[config.mk]
export PLATFORM = sky130hd
export DESIGN_NAME = bf2i_frame_sched
export DESIGN_NICKNAME = d
export VERILOG_FILES = /design/src/rtl/bf2i_frame_sched.sv
export SDC_FILE = /design/constraint.sdc
export NUM_CORES = 1
export LEC_CHECK = 0
export ABC_CLOCK_PERIOD_IN_PS = 2100
export CORE_MARGIN = 5
export CORE_UTILIZATION = 40
export CTS_CLUSTER_SIZE = 25
export DETAILED_ROUTE_END_ITERATION = 10
export GPL_ROUTABILITY_DRIVEN = 0
export PLACE_DENSITY = 0.75
export SKIP_LAST_GASP = 1
export SYNTH_ARGS = -nofsm -noshare
export SYNTH_HDL_FRONTEND = slang
export SYNTH_SLANG_ARGS = --single-unit
[constraint.sdc]
create_clock -name clk -period 2.1 [get_ports clk]
set_clock_uncertainty 0.1 [all_clocks]
set_input_delay 0.315 -clock clk [delete_from_list [all_inputs] [get_ports clk]]
set_output_delay 0.315 -clock clk [all_outputs]
set_load 0.02 [all_outputs]
[src/rtl/bf2i_frame_sched.sv]
// bf2i_frame_sched: frame scheduler and flow control for the BF2I stage.
// A sideband pipe (vld/sof/eof/idx) tracks the butterfly registers.
module bf2i_frame_sched #(
    parameter int N_POINT = 512,
    parameter int BUNDLE  = 16,
    parameter int BF_LAT  = 1,
    parameter int IDX_W   = $clog2(N_POINT / BUNDLE)
) (
    input  logic             clk,
    input  logic             rst,
    input  logic             in_valid,
    input  logic             in_sof,
    output logic             in_ready,
    input  logic             flush,
    output logic             bf_en,
    output logic             out_valid,
    input  logic             out_ready,
    output logic             out_sof,
    output logic             out_eof,
    output logic [IDX_W-1:0] out_idx,
    output logic             frame_err,
    output logic [15:0]      frames_done,
    output logic             busy
);

    localparam int NB = N_POINT / BUNDLE;
    localparam logic [IDX_W-1:0] L_IDX = IDX_W'(NB - 1);
    localparam bit SINGLE = (NB == 1);

    typedef enum logic {
        S_IDLE,
        S_RUN
    } state_t;

    state_t r_state;
    state_t w_state_nxt;

    logic [IDX_W-1:0] r_cnt;
    logic [IDX_W-1:0] w_cnt_nxt;

    logic [BF_LAT-1:0] r_vld;
    logic [BF_LAT-1:0] r_sof;
    logic [BF_LAT-1:0] r_eof;
    logic [IDX_W-1:0]  r_idx [BF_LAT];

    logic        r_err;
    logic [15:0] r_done;

    logic             w_adv;
    logic             w_acc;
    logic             w_err;
    logic             w_ent_vld;
    logic             w_ent_sof;
    logic             w_ent_eof;
    logic [IDX_W-1:0] w_ent_idx;

    // A bubble in the output slot never blocks the pipe.
    assign w_adv    = !r_vld[BF_LAT-1] || out_ready;
    assign bf_en    = w_adv && !rst;
    assign in_ready = w_adv && !rst && !flush;
    assign w_acc    = in_valid && in_ready;

    always_comb begin
        w_state_nxt = r_state;
        w_cnt_nxt   = r_cnt;
        w_err       = 1'b0;
        w_ent_vld   = 1'b0;
        w_ent_sof   = 1'b0;
        w_ent_eof   = 1'b0;
        w_ent_idx   = '0;
        if (flush) begin
            w_state_nxt = S_IDLE;
            w_cnt_nxt   = '0;
        end else if (w_acc) begin
            unique case (r_state)
                S_IDLE: begin
                    if (in_sof) begin
                        w_ent_vld = 1'b1;
                        w_ent_sof = 1'b1;
                        if (SINGLE) begin
                            w_ent_eof = 1'b1;
                        end else begin
                            w_cnt_nxt   = IDX_W'(1);
                            w_state_nxt = S_RUN;
                        end
                    end else begin
                        w_err = 1'b1;
                    end
                end
                S_RUN: begin
                    w_ent_vld = 1'b1;
                    if (in_sof) begin
                        // Realign: truncated frame never gets an eof.
                        w_err     = 1'b1;
                        w_ent_sof = 1'b1;
                        w_cnt_nxt = IDX_W'(1);
                    end else begin
                        w_ent_idx = r_cnt;
                        if (r_cnt == L_IDX) begin
                            w_ent_eof   = 1'b1;
                            w_cnt_nxt   = '0;
                            w_state_nxt = S_IDLE;
                        end else begin
                            w_cnt_nxt = r_cnt + IDX_W'(1);
                        end
                    end
                end
            endcase
        end
    end

    always_ff @(posedge clk) begin
        if (rst) begin
            r_state <= S_IDLE;
            r_cnt   <= '0;
            r_err   <= 1'b0;
        end else begin
            r_state <= w_state_nxt;
            r_cnt   <= w_cnt_nxt;
            r_err   <= w_err;
        end
    end

    always_ff @(posedge clk) begin
        if (rst) begin
            r_vld <= '0;
            r_sof <= '0;
            r_eof <= '0;
            for (int i = 0; i < BF_LAT; i++) begin
                r_idx[i] <= '0;
            end
        end else if (flush) begin
            r_vld <= '0;
        end else if (bf_en) begin
            for (int i = BF_LAT - 1; i > 0; i--) begin
                r_vld[i] <= r_vld[i-1];
                r_sof[i] <= r_sof[i-1];
                r_eof[i] <= r_eof[i-1];
                r_idx[i] <= r_idx[i-1];
            end
            r_vld[0] <= w_ent_vld;
            r_sof[0] <= w_ent_sof;
            r_eof[0] <= w_ent_eof;
            r_idx[0] <= w_ent_idx;
        end
    end

    always_ff @(posedge clk) begin
        if (rst) begin
            r_done <= '0;
        end else if (out_valid && out_ready && out_eof) begin
            r_done <= r_done + 16'd1;
        end
    end

    assign out_valid   = r_vld[BF_LAT-1];
    assign out_sof     = r_vld[BF_LAT-1] && r_sof[BF_LAT-1];
    assign out_eof     = r_vld[BF_LAT-1] && r_eof[BF_LAT-1];
    assign out_idx     = r_idx[BF_LAT-1];
    assign frame_err   = r_err;
    assign frames_done = r_done;
    assign busy        = (r_state == S_RUN) || (|r_vld);

endmodule

==> impl_metrics.yaml <==
status:
  status: "finished clean"
critical_path:
  crit_required_ns: 1.68
  cp_max_fo: 8
  crit_type: "reg2out"
  r2r_start: "r_cnt[0]"
  cp_top_family: "buffers and inverters"
  critPathMaxStageDelay_ns: 0.61
  crit_buf_inv: 1
  reg2reg_depth: 6
  cp-end-kind: "primary output"
  cp_cell_sequence: "and2_1 -> clkdlybuf4s50_1"
  reg2reg_slack_ns: 0.33
  reg2reg_to: "r_cnt[3]"
  worstSetupStartpoint: "out_valid"
  startpoint_type: "flip-flop"
  arrival_ns: 1.57
  critPathSlowestCell: "clkdlybuf4s50_1"
routing:
  drc_errors: 0
  drtIter0Drc: 53
  routed_via_density: 5.20
  finalWirelength_mm: 3.20
  routedWlPerCell_um: 12.9
  vias: 1289
  postRouteAntennaNets: 0
  firstDrtPassIters: 5
yosys:
  synth-edff-count: 5
  synthMuxAreaShare_pct: 0.692
  ys.flop_type: "dfxtp_1"
  synth_fp_nets: 165
  yosysSeqAreaShare_pct: 46.4
  synth_top_family_by_area: "simple AND/OR/NAND/NOR gates"
  netlist_area_sq_um: 1450
  synth_compound_area_share_pct: 9.34
  synthArstFlopShare_pct: 0
  synth_xor_xnor_area_share_pct: 6.06
  ys_types: 37
  yosys_warnings: 0
  synth_cells: 155
  ys_ff_latch: 31
  synth_simple_gate_area_share_pct: 30.5
  syn_avg_cell_area_sq_um: 9.33
  synthAdderAreaFrac_pct: 3.46
flow_run:
  maxCapViolations: 0
clocking:
  cts.sinks: 31
  post_cts_buffers: 0
  cts_tree: "yes"
  clk_pin_slew_ns: 0.09
  h-tree-depth: 2
  cts-root-buf: "clkbuf_4"
  cts_made_buffers: 5
  cts_buffer_depth: 2
  clk_latency_ns: 0.33
sta:
  finalSetupTns_ns: 0
  min_period_ns: 1.99
  worstMarginPinSlew_ns: 0.424
  maxSlewHeadroom_pct: 71.5
  min_period_over_period_pct: 94.6
  hold_viol: 0
  fmax_mhz: 503
  rsz0062_at_grt: "no"
  setup_violations: 0
  slew_viol_final: 0
hold_path:
  holdCritPathClass: "reg2reg"
  min-delay-start: "r_sof"
  whs_path_depth: 2
  hold_end: "r_sof"
power:
  peakVddDrop_uv: 302
  cellLeakagePower_nw: 0.704
  power_density_nw_per_um2: 520
placed_design:
  placed_cells: 240
  hpwlAfterDp_mm: 2.42
  place_area_sq_um: 1890
  port_buffers: 33
global_routing:
  overflow: 0
  antenna_found_initial: 0
  grt_use_total_pct: 13.9
  grt_pass1_wl_mm: 5.61
  grt_max_degree: 21
  first_global_vias: 1295
floorplan:
  ios: 34
  num_rows: 21
  initial_core_util_pct: 42.3
  die_w_um: 70.1
  die_h_um: 70.1
  core_area_sq_um: 3420
  die-area_sq_um: 4920
layout:
  layout_common_cells: "clkdlybuf4s50_1 (31), dfxtp_1 (26), nor2_1 (16), a21oi_1 (12), buf_4 (12)"
  layoutNonFillerInstCount: 248
  syn_to_final_growth_pct: 34.4
  multiInputGateArea_sq_um: 727
  regArea_sq_um: 671
  fillCellCount: 338
  nets: 211
  antenna_cells: 0
  final_cell_area_sq_um: 1940
  drive_above_1_share_pct: 14.9
  final_common_cell: "clkdlybuf4s50_1"
[flip-flops by register name, indices dropped and copies added, names as in the netlist]
register / count
r_eof: 1
out_valid: 1
r_state: 1
frame_err: 1
frames_done: 16
r_sof: 1
r_cnt: 5
r_idx: 5
[worst max path at each step]
stage | endpoint | slack [ns] | cells after the start
floorplan | frames_done[14] | 0.33 | 5
global placement | in_ready | -0.04 | 4
detailed placement | r_cnt[3] | -0.1 | 6
CTS | bf_en | 0.004 | 3
global route | out_sof | 0.06 | 2
finish | out_eof | 0.11 | 2
[layer usage]
| metal | vias up | wire, um | GRT usage (%) |
|---|---|---|---|
| met5 | - | 0 | 0 |
| met4 | 0 | 116 | 8.30 |
| met3 | 12 | 157 | 3.59 |
| met2 | 32 | 1500 | 23.2 |
| met1 | 602 | 1420 | 16.0 |
| li1 | 643 | - | - |
[cell usage after synthesis (all sizes together) (4+ instances only)]
library cell | instances | area share, %
dfxtp | 26 | 36
nor2 | 16 | 4.2
a21oi | 12 | 4.2
nand2 | 9 | 2.5
and2 | 7 | 3.0
nand4 | 7 | 3.5
o21ai | 7 | 2.4
nand3 | 6 | 2.1
edfxtp | 5 | 10
inv | 5 | 1.3
nor4 | 5 | 4.1
xnor2 | 5 | 3.0
xor2 | 5 | 3.0
and3 | 4 | 1.8
buf | 4 | 1.7
ha | 4 | 3.5
nor3 | 4 | 1.4
[repair_timing]
action / in CTS / in global routing
gates resized for setup: 2 / 1
hold buffers: 0 / 0
endpoints found under the setup margin: 2 / 1
hold endpoints to repair: 0 / 0
[through the flow]
step	util, %	power [mW]	setup WS (ns)	hold WS, ns
2_1_floorplan	-	0.659	0.335	0.344
3_3_place_gp	55.4	0.702	-0.0411	0.361
3_5_place_dp	55.4	0.703	-0.0969	0.372
4_1_cts	56.8	1.02	0.00367	0.386
5_1_grt	56.9	1.05	0.0621	0.424
6_report	56.9	1.01	0.112	0.383
[tightest hold or removal path, cell delays in order (launching register included)]
cell and delay [ns]:
dfxtp_1 0.32, nand2b_1 0.06, o21ai_0 0.06
[area by class of cell]
| class | count | area share [%] |
|---|---|---|
| repair buffers | 45 | 21.7 |
| flip-flops and latches | 31 | 34.5 |
| multi-input cells | 113 | 37.4 |
| inverters | 5 | 0.965 |
| well taps | 46 | 2.96 |
| clock inverters | 2 | 0.386 |
| clock buffers | 6 | 2.12 |
[where the power goes]
group          switching [mW]  leakage (nW)  internal [mW]
Combinational          0.0398         0.413         0.0374
Clock                   0.198        0.0273          0.124
Sequential            0.00261         0.263          0.609
[kinds of logic after synthesis]
group,Yosys count
and+or+nand+nor,74
AOI/OAI and AO/OA,24
DFF,31
muxes,1
xor gates and xnor gates,10
buffers and inverters,11
adders and majority gates,4
No activity file was read; power rests on OpenSTA's default activity.
